--- src/rtl/adder_eval_pkg.sv ---
// Shared definitions for approximate-adder evaluation monitors: FSM state
// encoding, default operand width / run length, and statistic counter widths.
package adder_eval_pkg;

    localparam int DEF_WIDTH       = 8;
    localparam int DEF_NUM_SAMPLES = 65536;

    // Sample and error counters must hold NUM_SAMPLES itself (65536 -> 17 bits)
    localparam int CNT_W       = 17;
    // sum_ed is WIDTH+SUM_EXTRA_W bits; covers (2^(WIDTH+1)-2) * 65536
    localparam int SUM_EXTRA_W = 18;

    typedef enum logic [1:0] {
        ST_IDLE  = 2'd0,
        ST_RUN   = 2'd1,
        ST_DRAIN = 2'd2,
        ST_DONE  = 2'd3
    } state_t;

endpackage

--- src/rtl/approx_adder_err_monitor_if.sv ---
// Sample bus between a stimulus source / adder under evaluation and the
// error monitor: operands, adder result {Cout,S} and a valid/ready handshake.
interface approx_adder_err_monitor_if
    import adder_eval_pkg::*;
#(
    parameter int WIDTH = DEF_WIDTH
);

    logic             in_valid;
    logic             in_ready;
    logic [WIDTH-1:0] in_a;
    logic [WIDTH-1:0] in_b;
    logic [WIDTH:0]   in_s;

    modport master (
        output in_valid,
        output in_a,
        output in_b,
        output in_s,
        input  in_ready
    );

    modport slave (
        input  in_valid,
        input  in_a,
        input  in_b,
        input  in_s,
        output in_ready
    );

endinterface

--- src/rtl/err_dist_calc.sv ---
// Combinational exact-sum and error-distance calculation for one sample of
// an approximate adder. Carry-in is zero; ED = |exact - s|.
module err_dist_calc
    import adder_eval_pkg::*;
#(
    parameter int WIDTH = DEF_WIDTH
) (
    input  logic [WIDTH-1:0] a,
    input  logic [WIDTH-1:0] b,
    input  logic [WIDTH:0]   s,
    output logic [WIDTH:0]   exact,
    output logic [WIDTH:0]   ed
);

    // Absolute difference of two unsigned WIDTH+1 values via a signed
    // WIDTH+2 intermediate so the borrow is never lost.
    function automatic logic [WIDTH:0] abs_diff(input logic [WIDTH:0] x,
                                                input logic [WIDTH:0] y);
        logic signed [WIDTH+1:0] d;
        d = $signed({1'b0, x}) - $signed({1'b0, y});
        if (d < 0) begin
            d = -d;
        end
        return d[WIDTH:0];
    endfunction

    assign exact = {1'b0, a} + {1'b0, b};
    assign ed    = abs_diff(exact, s);

endmodule

--- src/rtl/approx_adder_err_monitor.sv ---
// Error-statistics monitor for an approximate adder. Accepts samples in RUN,
// computes the error distance, and accumulates error count, maximum and sum
// of ED through a two-stage pipeline. A run ends after NUM_SAMPLES samples.
module approx_adder_err_monitor
    import adder_eval_pkg::*;
#(
    parameter int WIDTH       = DEF_WIDTH,
    parameter int NUM_SAMPLES = DEF_NUM_SAMPLES
) (
    input  logic                          clk,
    input  logic                          rst_n,
    input  logic                          start,
    approx_adder_err_monitor_if.slave     smp,
    output logic                          busy,
    output logic                          done,
    output logic [CNT_W-1:0]              err_count,
    output logic [WIDTH:0]                max_ed,
    output logic [WIDTH+SUM_EXTRA_W-1:0]  sum_ed,
    output logic [CNT_W-1:0]              sample_count
);

    localparam int SUM_W = WIDTH + SUM_EXTRA_W;

    state_t           state;
    state_t           state_next;
    logic             rst_meta;
    logic             rst_sync_n;
    logic             accept;
    logic             last_accept;
    logic             clear;
    logic [WIDTH:0]   ed_p0;
    logic [WIDTH:0]   ed_p1;
    logic             vld_p1;
    logic [WIDTH:0]   exact_sum_unused;

    // Reset asserts immediately but releases only on a clock edge
    always_ff @(posedge clk or negedge rst_n) begin
        if (!rst_n) begin
            rst_meta   <= 1'b0;
            rst_sync_n <= 1'b0;
        end else begin
            rst_meta   <= 1'b1;
            rst_sync_n <= rst_meta;
        end
    end

    assign accept      = smp.in_valid && smp.in_ready;
    assign last_accept = accept && (sample_count == CNT_W'(NUM_SAMPLES - 1));
    assign clear       = start && ((state == ST_IDLE) || (state == ST_DONE));

    err_dist_calc #(.WIDTH(WIDTH)) u_err_dist (
        .a     (smp.in_a),
        .b     (smp.in_b),
        .s     (smp.in_s),
        .exact (exact_sum_unused),
        .ed    (ed_p0)
    );

    // State register
    always_ff @(posedge clk or negedge rst_sync_n) begin
        if (!rst_sync_n) begin
            state <= ST_IDLE;
        end else begin
            state <= state_next;
        end
    end

    // Next-state logic; start is only honoured in IDLE and DONE
    always_comb begin
        state_next = state;
        unique case (state)
            ST_IDLE:  if (start) state_next = ST_RUN;
            ST_RUN:   if (last_accept) state_next = ST_DRAIN;
            // Only stage 1 can hold a sample here; stage 2 absorbs it on this edge
            ST_DRAIN: state_next = ST_DONE;
            ST_DONE:  if (start) state_next = ST_RUN;
            default:  state_next = ST_IDLE;
        endcase
    end

    // Status outputs decoded from the current state
    always_comb begin
        smp.in_ready = 1'b0;
        busy         = 1'b0;
        done         = 1'b0;
        unique case (state)
            ST_RUN:   begin smp.in_ready = 1'b1; busy = 1'b1; end
            ST_DRAIN: busy = 1'b1;
            ST_DONE:  done = 1'b1;
            default:  ;
        endcase
    end

    // Accepted-sample counter, cleared when a run starts
    always_ff @(posedge clk or negedge rst_sync_n) begin
        if (!rst_sync_n) begin
            sample_count <= '0;
        end else if (clear) begin
            sample_count <= '0;
        end else if (accept) begin
            sample_count <= sample_count + 1'b1;
        end
    end

    // ---- stage 0 -> stage 1: register ED and its valid flag ----
    always_ff @(posedge clk or negedge rst_sync_n) begin
        if (!rst_sync_n) begin
            vld_p1 <= 1'b0;
        end else begin
            vld_p1 <= accept;
        end
    end

    // ED payload carries no reset; it is only consumed when vld_p1 is set
    always_ff @(posedge clk) begin
        if (accept) begin
            ed_p1 <= ed_p0;
        end
    end

    // ---- stage 1 -> stage 2: fold ED into the run statistics ----
    always_ff @(posedge clk or negedge rst_sync_n) begin
        if (!rst_sync_n) begin
            err_count <= '0;
            max_ed    <= '0;
            sum_ed    <= '0;
        end else if (clear) begin
            err_count <= '0;
            max_ed    <= '0;
            sum_ed    <= '0;
        end else if (vld_p1) begin
            err_count <= err_count + CNT_W'(ed_p1 != '0);
            sum_ed    <= sum_ed + SUM_W'(ed_p1);
            if (ed_p1 > max_ed) begin
                max_ed <= ed_p1;
            end
        end
    end

endmodule

--- src/flat_wrapper.sv ---
// flat-port wrapper written by rule: the top's interface ports become plain ports
module approx_adder_err_monitor_flat import adder_eval_pkg::*;
#(
    parameter int WIDTH       = DEF_WIDTH,
    parameter int NUM_SAMPLES = DEF_NUM_SAMPLES
)
  (clk, rst_n, start, busy, done, err_count, max_ed, sum_ed, sample_count, smp_in_valid, smp_in_a, smp_in_b, smp_in_s, smp_in_ready);
  approx_adder_err_monitor_if #(.WIDTH(WIDTH)) smp_i ();
  input  logic clk;
  input  logic rst_n;
  input  logic start;
  output logic busy;
  output logic done;
  output logic [CNT_W-1:0] err_count;
  output logic [WIDTH:0] max_ed;
  output logic [WIDTH+SUM_EXTRA_W-1:0] sum_ed;
  output logic [CNT_W-1:0] sample_count;
  input wire logic [$bits(smp_i.in_valid)-1:0] smp_in_valid;
  input wire logic [$bits(smp_i.in_a)-1:0] smp_in_a;
  input wire logic [$bits(smp_i.in_b)-1:0] smp_in_b;
  input wire logic [$bits(smp_i.in_s)-1:0] smp_in_s;
  output wire logic [$bits(smp_i.in_ready)-1:0] smp_in_ready;
  assign smp_i.in_valid = smp_in_valid;
  assign smp_i.in_a = smp_in_a;
  assign smp_i.in_b = smp_in_b;
  assign smp_i.in_s = smp_in_s;
  assign smp_in_ready = smp_i.in_ready;
  approx_adder_err_monitor #(.WIDTH(WIDTH), .NUM_SAMPLES(NUM_SAMPLES)) u_core (.clk(clk), .rst_n(rst_n), .start(start), .smp(smp_i), .busy(busy), .done(done), .err_count(err_count), .max_ed(max_ed), .sum_ed(sum_ed), .sample_count(sample_count));
endmodule
--- config.mk ---
export PLATFORM = sky130hd
export DESIGN_NAME = approx_adder_err_monitor_flat
export DESIGN_NICKNAME = d
export VERILOG_FILES = /design/src/rtl/adder_eval_pkg.sv /design/src/rtl/approx_adder_err_monitor_if.sv /design/src/rtl/err_dist_calc.sv /design/src/rtl/approx_adder_err_monitor.sv /design/src/flat_wrapper.sv
export SDC_FILE = /design/constraint.sdc
export NUM_CORES = 1
export LEC_CHECK = 0
export CAP_MARGIN = 10
export CORE_UTILIZATION = 38
export DETAILED_ROUTE_END_ITERATION = 8
export PLACE_DENSITY_LB_ADDON = 0.12
export SETUP_SLACK_MARGIN = 0.02
export SYNTH_ARGS = -nofsm -noshare
export SYNTH_HDL_FRONTEND = slang
export SYNTH_HIERARCHICAL = 1
export SYNTH_SLANG_ARGS = --single-unit
--- constraint.sdc ---
create_clock -name clk -period 2.3 [get_ports clk]
set_input_delay 0.23 -clock clk [delete_from_list [all_inputs] [get_ports clk]]
set_output_delay 0.23 -clock clk [all_outputs]
set_load 0.005 [all_outputs]
==> impl_results.md, run 1 <==
- Status: complete, but fails checks
- Failing checks: negative setup slack
- Post-layout nets: 800
- Synth Area per Inst: 9.446 µm²
- Post-synth EDFFs: 9
- Largest net degree at the start of global routing: 73
- Crit path DAT: 2.73 ns
- WL/cell: 14.83 µm
- Vias: 4685
- Deepest clock path buffer count: 2
- Port bufs: 100
- Die area: 0.01455 mm²
- Initial Util: 39.59%
- Detailed-route DRC error count: 0
- Yosys Warn Count: 6
- Rows: 42
- Max VDD drop: 0.4026 mV
- Post-synth net total: 641
- Clock skew: 0.006829 ns
- Die Ht: 120.6 µm
- RSZ-0062 raised after global routing: yes
- Final ANT Viol Nets: 0
- Top area cells in the synthesized netlist: dfrtp_1 35%, ha_1 10%, edfxtp_1 5.1%
- CTS Sinks: 83
- Fraction of registers with async set/reset: 89.16%
- Critical path class: primary input to register
- DPL Wire Length: 9.132 mm
- Fin util: 55.88%
- Startpoint types: primary input
- Worst-path clk slew: 0.07 ns
- Clk_lat worst skew: 0.34 ns
- Fin Setup TNS: -2.342 ns
- Filler instances: 1188
- Post-Route WL: 13.44 mm
- Core Area: 0.01351 mm²
- H-tree levels: 3
- Worst Max-Slew Pin Slew: 0.5872 ns
- Worst setup margin: -0.3413 ns
- Final slew viol count: 0
- Fin crit share: 114.8%
- Final Hold Viols: 0
- First-pass GRT wire length: 22.47 mm
- PwrDens: 918.2 mW/mm²
- # IOs: 101
- Post-Layout Cell Count: 906
- Initial DRC count: 210
- Dpl cells: 871
- Synthesized flop and latch total: 83
- Yosys top cell area share: 34.64%
- Hold crit path type: primary input to async pin
- TritonCTS clock tree: yes
- Sequential area share after synthesis: 39.69%
- Avg Vias per Cell: 5.171
- Post-Syn Area: 0.005346 mm²
- Worst-path maximum fanout: 4
- Vias in the first global route: 4718
- Top cells by count, synth: 74 x dfrtp_1, 57 x nor2_1, 48 x a21oi_1, 43 x ha_1, 34 x inv_1
- Area leader, netlist: dfrtp_1
- Number of max-cap violations: 0
- Root buf cell: clkbuf_16
- Antenna violations before repair: 0
- Slew HR: 60.76%
- Die W: 120.6 µm
- CP Capture Type: register
- Share of cells above drive strength 1: 18.49%
- CTS buffer count: 9
- Total leakage power: 3.240 nW
- # setup viols final: 8
- Shortest period the worst path allows: 2.641 ns
- Post-Syn Instances: 566
- Count leader, synth: dfrtp_1
- Synth Flop Type: dfrtp_1
- P&R area growth vs syn: 41.17%
- Routability cong.: 0.8420
- Post-synthesis cell type count: 56
- Grt ovf: 0
- # diodes: 0
- DRT Pass-1 Iters: 4
- CTS Hold Buffers Added: 0
- FMAX: 378.6 MHz
- Total track usage: 19.39%
- WP data required: 2.39 ns
==> state kept, by name (all words and copies together) (netlist names) <==
signal and cells:
u_core/max_ed 9, u_core/ed_p1 9, u_core/sample_count 17, u_core/sum_ed 26
u_core/state 2, u_core/rst_meta 1, u_core/err_count 17, u_core/vld_p1 1
u_core/rst_sync_n 1
==> layout by cell type, fill, tap and decap left out, types with 5 or more instances in the layout <==
cell	count
a211oi_1	5
a21o_1	10
a21oi_1	41
a21oi_2	7
and3_1	8
and4_1	6
buf_4	60
clkbuf_16	9
clkdlybuf4s50_1	94
dfrtp_1	73
edfxtp_1	9
ha_1	32
ha_2	5
ha_4	6
inv_1	34
mux2i_1	15
nand2_1	31
nand2b_1	15
nand3_1	30
nand4_1	12
nor2_1	54
o21ai_0	25
o21ai_1	5
or3_1	8
xnor2_1	20
xor2_1	26
==> report_power, final <==
group | switching (W) | total [W] | leakage, nW | internal (W)
combinational | 0.00176 | 0.00354 | 2.01 | 0.00178
clock | 0.000627 | 0.00137 | 0.138 | 0.000746
sequential | 0.000256 | 0.00202 | 1.09 | 0.00176
total | 0.00264 | 0.00693 | 3.24 | 0.00429
==> layer usage <==
| metal | global-route usage, % | up-vias | part of all wire [%] |
|---|---|---|---|
| met5 | 0 | - | 0 |
| met4 | 7.330 | 0 | 1.7 |
| met3 | 4.292 | 19 | 3.5 |
| met2 | 32.65 | 91 | 48 |
| met1 | 24.16 | 2241 | 46 |
| li1 | - | 2334 | - |
==> final timing paths <==
| check | startpoint | to | slack, ns | cells past startpoint |
|---|---|---|---|---|
| min reg2reg | u_core/rst_sync_n | u_core/err_count[16] | 0.30 | 1 |
| max | smp_in_b[0] | u_core/ed_p1[8] | -0.34 | 15 |
| min | rst_n | u_core/rst_meta | 0.04 | 1 |
| min in group clk | u_core/rst_meta | u_core/rst_sync_n | 0.36 | 0 |
| max reg2reg | u_core/ed_p1[2] | u_core/sum_ed[22] | 0.07 | 7 |
| max in group asynchronous | u_core/rst_sync_n | u_core/max_ed[3] | 1.68 | 1 |
==> worst max-delay path, cell delays in order <==
cell and delay, ns:
buf_6 0.10, ha_4 0.15, fa_2 0.34, a21o_1 0.18, a21oi_2 0.14, buf_4 0.13, xnor2_2 0.11, ha_4 0.23
nor2b_1 0.13, a41o_1 0.24, buf_4 0.15, o31ai_2 0.18, buf_4 0.17, a41oi_2 0.11, xnor2_1 0.14
==> cell families (layout without fill, tap and decap cells) <==
family	after synthesis	in the layout	share of synthesized area (%)
AO/OA/AOI/OAI	128	130	15.73
XOR/XNOR	49	49	8.168
adder cells (fa/ha/maj)	46	46	11.19
buffers and inverters	53	215	4.095
flip-flops	83	83	39.69
multiplexers	16	16	3.019
other	1	1	0.07014
AND/OR/NAND/NOR	190	190	18.04
==> final cells by class <==
type                    instances  area, µm²  share of cell area (%)
clock buffers                  10      229.0                   3.034
multi-input cells             432       3268                   43.30
inverters                      34      127.6                   1.691
repair buffers                165       1530                   20.28
well taps                     176      220.2                   2.918
clock inverters                 6      48.80                  0.6466
flip-flops and latches         83       2123                   28.13
==> metrics by stage <==
step	setup slack, ns	instance area [µm²]	total power, W	hold WS, ns
after floorplan	-0.5200	5389	0.003875	-0.06559
after global placement	-1.092	6925	0.005093	0.3146
after detailed placement	-1.173	6925	0.005186	0.3245
after CTS	-0.3938	7355	0.006789	0.03401
after global routing	-0.5171	7547	0.007473	0.04430
final	-0.3413	7547	0.006930	0.04420
==> what timing repair did <==
action                                  CTS  global route
pin swaps                                20            21
endpoints found under the setup margin   16            28
cloned                                    2             0
buffers inserted                          7            10
gates resized for setup                  34            24
hold endpoints to repair                  0             0
No activity file was read; power rests on OpenSTA's default activity.
==> inputs of run 2 (changes only) <==
--- a/config.mk
+++ b/config.mk
@@ -6,6 +6,7 @@
 export NUM_CORES = 1
 export LEC_CHECK = 0
 export CAP_MARGIN = 10
+export CORE_MARGIN = 5
 export CORE_UTILIZATION = 38
 export DETAILED_ROUTE_END_ITERATION = 8
 export PLACE_DENSITY_LB_ADDON = 0.12
==> constraint.sdc (replaced) <==
create_clock -name clk -period 3.2 [get_ports clk]
set_input_delay 0.32 -clock clk [delete_from_list [all_inputs] [get_ports clk]]
set_output_delay 0.32 -clock clk [all_outputs]
set_load 0.005 [all_outputs]
==> run 2 against run 1 <==
The run now ends clean. Clock power decreased by 21%. Cell count decreased by 2.9%. Worst hold slack improved by 0.089 ns. Combinational power decreased by 39%. Design area decreased by 5.0%. Critical path type unchanged. Largest cell class unchanged. Largest power group unchanged.
==> impl_results.md, run 2 (synthesis results as in run 1) <==
- Most common cell after layout, fill and taps aside: clkdlybuf4s50_1 (unchanged)
- Placed instance area: 0.006760 mm² (was 0.006925 mm²)
- Startpoint types: primary input (unchanged)
- Crit path cell chain: clkdlybuf4s50_1, fa_2, a21o_1, a21oi_2, o21bai_1, a21oi_2, xnor2_1, ha_1, a21o_1, a21oi_2, o21ai_1, a21o_2, nand2b_4, xnor2_1 (was buf_6, ha_4, fa_2, a21o_1, a21oi_2, buf_4, xnor2_2, ha_4, nor2b_1, a41o_1, buf_4, o31ai_2, buf_4, a41oi_2, xnor2_1)
- Dpl cells: 863 (was 871)
- Fin crit share: 94.43%
- # setup viols final: 0 (was 8)
- Final slew viol count: 0 (unchanged)
- Final ANT Viol Nets: 0 (unchanged)
- Core Area: 0.01383 mm² (was 0.01351 mm²)
- TritonCTS clock tree: yes (unchanged)
- Grt ovf: 0 (unchanged)
- Total leakage power: 3.105 nW (was 3.240 nW)
- Logic gate share of total power: 46.0% (was 51.1%)
- Worst-path maximum fanout: 8 (was 4)
- RSZ-0062 raised after global routing: yes (unchanged)
- Avg Vias per Cell: 5.103 (was 5.171)
- WL/cell: 14.59 µm (was 14.83 µm)
- Buffer and inverter count on the worst path: 1 (was 4)
- Die W: 128.6 µm (was 120.6 µm)
- Status: finished, final reports clean (was complete, but fails checks)
- Vias in the first global route: 4396 (was 4718)
- P_sw: 0.001771 W (was 0.002641 W)
- CTS Hold Buffers Added: 0 (unchanged)
- Deepest clock path buffer count: 2 (unchanged)
- Crit path DAT: 3.11 ns (was 2.73 ns)
- FMAX: 330.9 MHz
- Largest net degree at the start of global routing: 36 (was 73)
- Antenna violations before repair: 0 (unchanged)
- Die area: 0.01654 mm² (was 0.01455 mm²)
- Slowest-stage cell, CP: clkdlybuf4s50_1 (was fa_2)
- Final Cell Area: 0.007171 mm² (was 0.007547 mm²)
- Clk_lat worst skew: 0.34 ns (about the same)
- PwrDens: 655.2 mW/mm² (was 918.2 mW/mm²)
- Reg power frac: 31.1% (was 29.1%)
- Share of cells above drive strength 1: 11.71% (was 18.49%)
- DPL Wire Length: 9.512 mm (was 9.132 mm)
- Worst-path clk slew: 0.07 ns (about the same)
- # IOs: 101 (unchanged)
- Post-Layout Cell Count: 880 (was 906)
- Total track usage: 15.85% (was 19.39%)
- Final Hold Viols: 0 (unchanged)
- Most frequent cells in the layout: 97 x clkdlybuf4s50_1, 73 x dfrtp_1, 56 x nor2_1, 43 x a21oi_1, 41 x ha_1 (was 94 x clkdlybuf4s50_1, 73 x dfrtp_1, 60 x buf_4, 54 x nor2_1, 41 x a21oi_1)
- Post-Route WL: 12.84 mm (was 13.44 mm)
- Port bufs: 100 (unchanged)
- Biggest regs: u_core/sum_ed x26, u_core/err_count x17, u_core/sample_count x17 (unchanged)
- Critical path class: primary input to register (unchanged)
- Initial Util: 38.67% (was 39.59%)
- H-tree levels: 3 (unchanged)
- Critical Path Max Stage Delay: 0.46 ns (was 0.34 ns)
- Vias: 4491 (was 4685)
- First-pass GRT wire length: 21.42 mm (was 22.47 mm)
- Rows: 43 (was 42)
- Clock power frac: 22.9% (was 19.8%)
- Shortest period the worst path allows: 3.022 ns
- Filler instances: 1297 (was 1188)
- WP data required: 3.29 ns (was 2.39 ns)
- Detailed-route DRC error count: 0 (unchanged)
- Slew HR: 43.96% (was 60.76%)
- CTS Sinks: 83 (unchanged)
- DRT Pass-1 Iters: 4 (unchanged)
- Int Power: 0.002926 W (was 0.004289 W)
- Routability cong.: 0.8469 (was 0.8420)
- # diodes: 0 (unchanged)
- CP Capture Type: register (unchanged)
- Number of max-cap violations: 0 (unchanged)
- Cell mode on critical path: a21oi_2 (was buf_4)
- Clock skew: 0.006955 ns (was 0.006829 ns)
- Hold crit path type: primary input to async pin (unchanged)
- Max VDD drop: 0.2239 mV (was 0.4026 mV)
- Die Ht: 128.6 µm (was 120.6 µm)
- Top delay family on crit path: compound AO/OA/AOI/OAI gates (unchanged)
- P&R area growth vs syn: 34.12% (was 41.17%)
- Post-layout nets: 770 (was 800)
- Initial DRC count: 162 (was 210)
- Switching part of the total power: 37.71% (was 38.11%)
- CTS buffer count: 9 (unchanged)
- Max reg flops: 26 (unchanged)
- Worst Max-Slew Pin Slew: 0.8406 ns (was 0.5872 ns)
- Fin util: 51.86% (was 55.88%)
- Top reg by flops: u_core/sum_ed (unchanged)
- Root buf cell: clkbuf_16 (unchanged)
[run 2: final cells by class]
| type | count | area (µm²) | area share [%] |
|---|---|---|---|
| inverter | 34 | 127.6 | 1.780 |
| clock inverter | 7 | 86.33 | 1.204 |
| timing repair buffer | 137 | 1290 | 17.99 |
| sequential | 83 | 2123 | 29.61 |
| clock buffer | 9 | 225.2 | 3.141 |
| tap | 180 | 225.2 | 3.141 |
| multi-input combinational | 430 | 3093 | 43.13 |
[run 2: power groups by stage]
stage | Sequential [W] | Clock (W) | Combinational (W)
floorplan | 0.00144 | 0 | 0.00133
finish | 0.00146 | 0.00108 | 0.00216
detailed placement | 0.00148 | 0 | 0.00212
CTS | 0.00146 | 0.00111 | 0.00214
global placement | 0.00148 | 0 | 0.00206
global route | 0.00149 | 0.00116 | 0.00241
[run 2: final timing paths]
check,start,end,slack (ns),cells past startpoint
min reg2reg,u_core/rst_meta,u_core/rst_sync_n,0.35,0
max reg2reg,u_core/ed_p1[0],u_core/sum_ed[20],0.73,7
min,rst_n,u_core/rst_meta,0.13,1
max,smp_in_b[1],u_core/ed_p1[4],0.18,14
max in group asynchronous,u_core/rst_sync_n,u_core/max_ed[4],1.99,1
min in group clk,u_core/rst_meta,u_core/rst_sync_n,0.35,0
[run 2: layer usage]
| layer | global-route usage, % | vias to the layer above | share of wire (%) |
|---|---|---|---|
| met4 | 6.053 | 0 | 1.6 |
| met5 | 0 | - | 0 |
| met1 | 20.63 | 2120 | 46 |
| met2 | 25.62 | 93 | 47 |
| met3 | 3.819 | 14 | 5.2 |
| li1 | - | 2264 | - |
[run 2: per-stage QoR]
step	setup WS (ns)	power [W]	hold WS [ns]	TNS [ns]
after global routing	0.01502	0.005065	0.1237	0
after global placement	-0.4376	0.003544	0.3359	-3.045
after CTS	0.06740	0.004718	0.1206	0
after detailed placement	-0.4576	0.003600	0.3392	-3.298
final	0.1782	0.004698	0.1332	0
after floorplan	0.07439	0.002767	0.02441	0
[run 2: timing repair]
item	4_1_cts	5_1_grt
gates resized for setup	6	17
pin swaps	9	15
cloned	0	0
buffers inserted	1	1
setup endpoints to repair	8	8
